File: config.mk
export PLATFORM = sky130hd
export DESIGN_NAME = uart_tx_arbiter
export DESIGN_NICKNAME = d
export VERILOG_FILES = /design/src/rtl/uart_tx_arbiter.sv
export SDC_FILE = /design/constraint.sdc
export NUM_CORES = 1
export LEC_CHECK = 0
export CAP_MARGIN = 0
export CELL_PAD_IN_SITES_DETAIL_PLACEMENT = 0
export CELL_PAD_IN_SITES_GLOBAL_PLACEMENT = 1
export CORE_MARGIN = 5
export CORE_UTILIZATION = 35
export DETAILED_ROUTE_END_ITERATION = 10
export PLACE_DENSITY_LB_ADDON = 0.1
export REMOVE_ABC_BUFFERS = 1
export SYNTH_ARGS = -nofsm -noshare
export SYNTH_HDL_FRONTEND = slang
export SYNTH_SLANG_ARGS = --single-unit
File: constraint.sdc
create_clock -name clk -period 2.2 [get_ports clk]
set_input_delay 0.55 -clock clk [delete_from_list [all_inputs] [get_ports clk]]
set_output_delay 0.55 -clock clk [all_outputs]
set_load 0.005 [all_outputs]
File: src/rtl/uart_tx_arbiter.sv
`default_nettype none
// ============================================================================
//  Module   : uart_tx_arbiter
//  Brief    : Round-robin CPU/DMA arbiter feeding the UART transmit FIFO,
//             with FIFO flush sequencing and the 16x baud tick generator.
//  Revision : 1.0 - initial release
// ============================================================================
module uart_tx_arbiter #(
  parameter int FIFO_DEPTH = 16,
  parameter int CNT_W      = 5
) (
  input  logic             clk,
  input  logic             wb_rst_ni,
  input  logic             req_a_i,
  input  logic [7:0]       dat_a_i,
  output logic             ack_a_o,
  input  logic             req_b_i,
  input  logic [7:0]       dat_b_i,
  output logic             ack_b_o,
  input  logic [CNT_W-1:0] tf_count_i,
  output logic             tf_push_o,
  output logic [7:0]       tf_dat_o,
  input  logic             flush_i,
  output logic             tx_reset_o,
  input  logic [15:0]      dl_i,
  input  logic             dl_we_i,
  output logic             enable_o,
  output logic             busy_o
);

  localparam logic [1:0] c_IDLE   = 2'd0;
  localparam logic [1:0] c_PUSH   = 2'd1;
  localparam logic [1:0] c_SETTLE = 2'd2;
  localparam logic [1:0] c_FLUSH  = 2'd3;

  // One extra bit so the depth itself is representable for any CNT_W.
  localparam logic [CNT_W:0] c_DEPTH = FIFO_DEPTH[CNT_W:0];

  logic [1:0]  r_state;
  logic [1:0]  w_next;
  logic        r_win_b;
  logic        r_last_b;
  logic [7:0]  r_dat;
  logic        w_pick_b;
  logic        w_room;
  logic        w_admit;
  logic        w_win_req;
  logic        w_push;
  logic [15:0] r_cnt;
  logic        r_en;
  logic        r_run;

  // On a tie the requester that was not granted last wins.
  assign w_pick_b  = req_b_i & (~req_a_i | ~r_last_b);
  assign w_room    = {1'b0, tf_count_i} < c_DEPTH;
  assign w_admit   = (req_a_i | req_b_i) & w_room;
  assign w_win_req = r_win_b ? req_b_i : req_a_i;
  // A winner that withdrew its request is not served and not acked.
  assign w_push    = (r_state == c_PUSH) & w_win_req;

  always_comb begin
    w_next = r_state;
    case (r_state)
      c_IDLE: begin
        if (flush_i)      w_next = c_FLUSH;
        else if (w_admit) w_next = c_PUSH;
      end
      c_PUSH:   w_next = flush_i ? c_FLUSH : c_SETTLE;
      c_SETTLE: w_next = flush_i ? c_FLUSH : c_IDLE;
      c_FLUSH:  w_next = c_IDLE;
      default:  w_next = c_IDLE;
    endcase
  end

  always_ff @(posedge clk or negedge wb_rst_ni) begin
    if (!wb_rst_ni) begin
      r_state  <= c_IDLE;
      r_win_b  <= 1'b0;
      r_last_b <= 1'b1;
      r_dat    <= 8'd0;
    end else begin
      r_state <= w_next;
      if ((r_state == c_IDLE) && !flush_i && w_admit) begin
        r_win_b <= w_pick_b;
        r_dat   <= w_pick_b ? dat_b_i : dat_a_i;
      end
      if (w_push) begin
        r_last_b <= r_win_b;
      end
    end
  end

  assign tf_push_o  = w_push;
  assign tf_dat_o   = r_dat;
  assign ack_a_o    = w_push & ~r_win_b;
  assign ack_b_o    = w_push &  r_win_b;
  assign tx_reset_o = (r_state == c_FLUSH);
  assign busy_o     = (r_state != c_IDLE);

  // The first active edge after reset behaves like a divisor write.
  always_ff @(posedge clk or negedge wb_rst_ni) begin
    if (!wb_rst_ni) begin
      r_cnt <= 16'd0;
      r_en  <= 1'b0;
      r_run <= 1'b0;
    end else if (dl_i == 16'd0) begin
      r_cnt <= 16'd0;
      r_en  <= 1'b0;
    end else if (dl_we_i || !r_run) begin
      r_cnt <= dl_i - 16'd1;
      r_en  <= 1'b0;
      r_run <= 1'b1;
    end else if (r_cnt == 16'd0) begin
      r_cnt <= dl_i - 16'd1;
      r_en  <= 1'b1;
    end else begin
      r_cnt <= r_cnt - 16'd1;
      r_en  <= 1'b0;
    end
  end

  assign enable_o = r_en;

endmodule
`default_nettype wire

# ---- Word level (Yosys, flattened, before mapping)
# Cells that the tools add are included.
dict set report totals {
  ff_bits 30
  out_inout_bits 14
}
dict set report classes {
  n_mux 13
  reduce_logical 10
  add_sub_neg 2
  bitwise_logic 11
  order_cmp 1
  eq_ne 4
}
# cell n
set ops {}
lappend ops {{$mux 16} 3}
lappend ops {{$logic_not 16->1} 2}
lappend ops {{$sub 16x1->16 const B} 2}
lappend ops {{$mux 8} 1}
lappend ops {{$pmux 2 s4} 1}
lappend ops {{$mux 2} 3}
lappend ops {{$and 1x1->1} 5}
lappend ops {{$lt 5x5->1 const B} 1}
lappend ops {{$mux 1} 5}
lappend ops {{$eq 2x2->1 const B} 2}
lappend ops {{$not 1->1} 4}
lappend ops {{$ne 3x3->1 const B} 1}
lappend ops {{$eq 2x1->1 const B} 1}
lappend ops {{$logic_and 1x1->1} 2}
lappend ops {{$logic_not 1->1} 2}
lappend ops {{$logic_not 2->1} 1}
lappend ops {{$or 1x1->1} 2}
lappend ops {{$reduce_and 2->1} 1}
lappend ops {{$reduce_bool 2->1} 1}
lappend ops {{$logic_or 1x1->1} 1}

# ---- Depth between registers and ports, before layout
dict set report depth {
  word_depth 5
  mapped_depth 8
  mapped_depth_nobuf 7
}

# ---- Least setup slack after synthesis
# No wires, ideal clock.
dict set report synth_timing {
  path_kind {in2reg}
  start {input dl_i[8]}
  end {register r_cnt[10]}
  t_required_ns 2.058
  arrival_time_ns 2.056
  cell_stages 6
  setup_slack_ns 0.002
  path_cell_list {or4_1 > buf_2 > or2_4 > nor4_4 > buf_6 > a211oi_1}
}
dict set report synth_between {
  elab_chain_len 4
  elab_cells_between_ends 5
  cone_classes {add/sub (1); mux (3); reduce/logical (1)}
}
# item line
set synth_rtl {}
lappend synth_rtl {{start, declared} 25} ;# input logic [15:0] dl_i,
lappend synth_rtl {{$sub 16x1->16} {110, 114}}
lappend synth_rtl {{$mux 16} 113} ;# end else if (r_cnt == 16'd0) begin
lappend synth_rtl {{$mux 16} 109} ;# end else if (dl_we_i || !r_run) begin
lappend synth_rtl {{$mux 16 (*)} 106} ;# end else if (dl_i == 16'd0) begin
lappend synth_rtl {{end signal, assigned} 110} ;# r_cnt <= dl_i - 16'd1;
lappend synth_rtl {{end signal, assigned} 114} ;# r_cnt <= dl_i - 16'd1;
lappend synth_rtl {{end signal, assigned} 117} ;# r_cnt <= r_cnt - 16'd1;
lappend synth_rtl {{end, declared} 49} ;# logic [15:0] r_cnt;
# Mark *: on every way between the ends. The rest lies on a longest branch, timed or not.
# A chain may end at the register's enable or synchronous reset.

# ---- Worst setup path in the final report
dict set report layout_timing {
  start {input dl_i[2]}
  end {register r_cnt[15]}
}
# Same word-level chain as after synthesis.

==> flow_metrics.env <==
export IMPL_timing_final_ws_setup_ns=0.0553
export IMPL_crit_required_ns=2.37
export IMPL_nets=341
export IMPL_seq_area_frac_synth=0.398
export IMPL_period_minus_slack_ns=2.14
export IMPL_min_delay_start="tf_dat_o[7]$_DFFE_PN0P_"
export IMPL_endpoint_kind="register"
export IMPL_synth_seq_cells=30
export IMPL_hp_class="reg2reg"
export IMPL_dp_hpwl_um=3640
export IMPL_finClkSkew_ns=0.00127
export IMPL_antenna_found_initial=0
export IMPL_r2r_slack_ns=0.30
export IMPL_core_sq_um=5170
export IMPL_drt_pass1_iterations=4
export IMPL_rows=26
export IMPL_cts_clk_slew_worst_paths_ns=0.06
export IMPL_power_per_cell_area_nw_per_um2=643
export IMPL_postCtsHoldBufs=0
export IMPL_root_buffer="clkbuf_8"
export IMPL_syn_area_sq_um=1890
export IMPL_yosysWarnings=0
export IMPL_drtIter0Drc=33
export IMPL_routedWlPerCell_um=13.1
export IMPL_drc=0
export IMPL_synth_top_cells_by_area="dfrtp_1, xor2_1, mux2i_1"
export IMPL_vdd_drop_max_uv=289
export IMPL_vias=1773
export IMPL_status="complete, no violations"
export IMPL_antenna_diode_count=0
export IMPL_synth_cell_types=40
export IMPL_slowest_delay_ns=0.55
export IMPL_fmax_mhz=466
export IMPL_min_to="tf_dat_o[7]$_DFFE_PN0P_"
export IMPL_pre_cts_ws_ns=-0.479
export IMPL_cts_tree="yes"
export IMPL_cpLargestDelayFamily="simple AND/OR/NAND/NOR gates"
export IMPL_crit_chain="clkdlybuf4s50_1 > or4_4 > buf_4 > nor4_4 > nor2b_2 > xor2_1 > o21a_1"
export IMPL_hold_slack_ns=0.477
export IMPL_htreeDepth=2
export IMPL_port_buffers=52
export IMPL_synth_cells_most_frequent="dfrtp_1, nor2_1, xor2_1"
export IMPL_fin_area_sq_um=2960
export IMPL_vias_per_cell=4.84
export IMPL_power_leakage_nw=1.25
export IMPL_max_slew_margin_rel=0.727
export IMPL_start_util=0.365
export IMPL_synth_edf_count=0
export IMPL_placed_area_sq_um=2720
export IMPL_cap_violations=0
export IMPL_r2r_end="r_cnt[12]$_DFF_PN0_"
export IMPL_reg2reg_depth=7
export IMPL_place_congestion=0.780
export IMPL_track_usage=0.143
export IMPL_grt_pass1_vias=1788
export IMPL_setup_violations=0
export IMPL_cts_buffer_depth=2
export IMPL_arrival_ns=2.31
export IMPL_dieArea_sq_um=6960
export IMPL_grt_overflow_total=0
export IMPL_critPathLaunchType="primary input"
export IMPL_yosysTopAreaCell="dfrtp_1"
export IMPL_grt_pass1_wl_um=8240
export IMPL_area_delta_synth_final_pct=56.6
export IMPL_critPathSlowestCell="or4_4"
export IMPL_synth_main_ff_cell="dfrtp_1"
export IMPL_drive_gt1_frac=0.226
export IMPL_fillers=474
export IMPL_yosysMostFrequentCell="dfrtp_1"
export IMPL_worst_path_buf_inv=2
export IMPL_die_w_um=83.4
export IMPL_netlist_area_leader_share=0.384
export IMPL_period_share=0.975
export IMPL_insertion_delay_ns=0.27
export IMPL_synth_avg_cell_area_sq_um=9.12
export IMPL_path_class="in2reg"
export IMPL_rr_startpoint="r_cnt[0]$_DFF_PN0_"
export IMPL_routed_wirelength_um=4810
export IMPL_synthesis_instances=207
export IMPL_hold_viol=0
export IMPL_antenna_left=0
export IMPL_die_h_um=83.4
export IMPL_finalMaxSlewViolations=0
export IMPL_worst_slew_pin_slew_ns=0.407
export IMPL_critPathMaxFanout=4
export IMPL_async_reset_ff_frac=1.00
export IMPL_fin_total_pwr_mw=1.90
export IMPL_io_pins=57
export IMPL_whs_path_depth=2
export IMPL_grt_max_degree=31
export IMPL_numCtsBuffers=5
export IMPL_clock_sinks=30
[how the worst max path moves through the flow]
stage | startpoint | slack, ns | cells past startpoint | to
floorplan | r_cnt[0]$_DFF_PN0_ | -0.40 | 6 | r_cnt[14]$_DFF_PN0_
global placement | dl_i[0] | -0.44 | 9 | r_cnt[12]$_DFF_PN0_
detailed placement | dl_i[0] | -0.48 | 9 | r_cnt[12]$_DFF_PN0_
CTS | dl_i[3] | 0.02 | 6 | r_cnt[6]$_DFF_PN0_
global route | dl_i[2] | -0.007 | 7 | r_cnt[15]$_DFF_PN0_
finish | dl_i[2] | 0.06 | 7 | r_cnt[15]$_DFF_PN0_
[cells in the final DEF, fill, tap and decap left out, drive strengths merged, types with 2 or more instances in the layout]
| cell type | count |
|---|---|
| clkdlybuf4s50 | 43 |
| buf | 37 |
| dfrtp | 29 |
| nor2 | 24 |
| xor2 | 19 |
| nand2 | 16 |
| o21ai | 12 |
| a211oi | 11 |
| nor4 | 10 |
| mux2i | 9 |
| a21oi | 8 |
| dlygate4sd2 | 8 |
| clkbuf | 7 |
| inv | 6 |
| nor3 | 6 |
| nand2b | 5 |
| nand4 | 4 |
| or2 | 4 |
| or4 | 4 |
| or3 | 3 |
| xnor2 | 3 |
| nand3 | 3 |
| o31ai | 3 |
| nor2b | 3 |
| ha | 3 |
| o41ai | 2 |
[worst min-delay path, cell delays in order, from the launching register on]
cell and delay, ns:
dfrtp_1 0.34, nand2_1 0.04, o21ai_0 0.06
[routing by layer]
layer	global-route usage	vias to the layer above	routed length, um
met5	0	-	0
met3	0.0396	9	352
met1	0.186	777	2240
li1	-	918	-
met2	0.227	69	2110
met4	0.0526	0	109
[where the power goes]
group          internal (mW)  switching (mW)  leakage (nW)
Sequential             0.690           0.114         0.349
Combinational          0.391           0.256         0.850
Clock                  0.252           0.199        0.0482
[area by class of cell]
class	instances	area (sq um)	area share
multi-input combinational	162	1160	0.393
timing repair buffer	90	841	0.284
sequential	30	752	0.254
tap	70	87.6	0.0296
clock buffer	7	86.3	0.0292
inverter	6	22.5	0.00762
clock inverter	1	5.00	0.00169
[per-stage QoR]
step / instances / setup TNS [ns] / util
2_1_floorplan: 198 / -6.04 / -
3_3_place_gp: 353 / -6.30 / 0.526
3_5_place_dp: 353 / -6.66 / 0.526
4_1_cts: 365 / 0 / 0.563
5_1_grt: 366 / -0.00838 / 0.572
6_report: 366 / 0 / 0.572
[cell families after synthesis]
kind of cell	count (synthesis)	share of synthesized area
AO/OA/AOI/OAI	40	0.134
adder cells (fa/ha/maj)	3	0.0199
AND/OR/NAND/NOR	87	0.257
flip-flops	30	0.398
buffers and inverters	15	0.0351
multiplexers	10	0.0537
XOR/XNOR	22	0.102
[registers in the layout, indices dropped and copies added, names as in the netlist]
signal and count:
r_cnt 16, enable_o 1, r_run 1, r_state 2
tf_dat_o 8, r_last_b 1, r_win_b 1
[timing repair]
item	in CTS	in global routing
resized for setup	21	6
pin swaps	6	4
endpoints found under the setup margin	20	17
setup buffers	2	1
gates cloned	2	0
No activity file was read; power rests on OpenSTA's default activity.
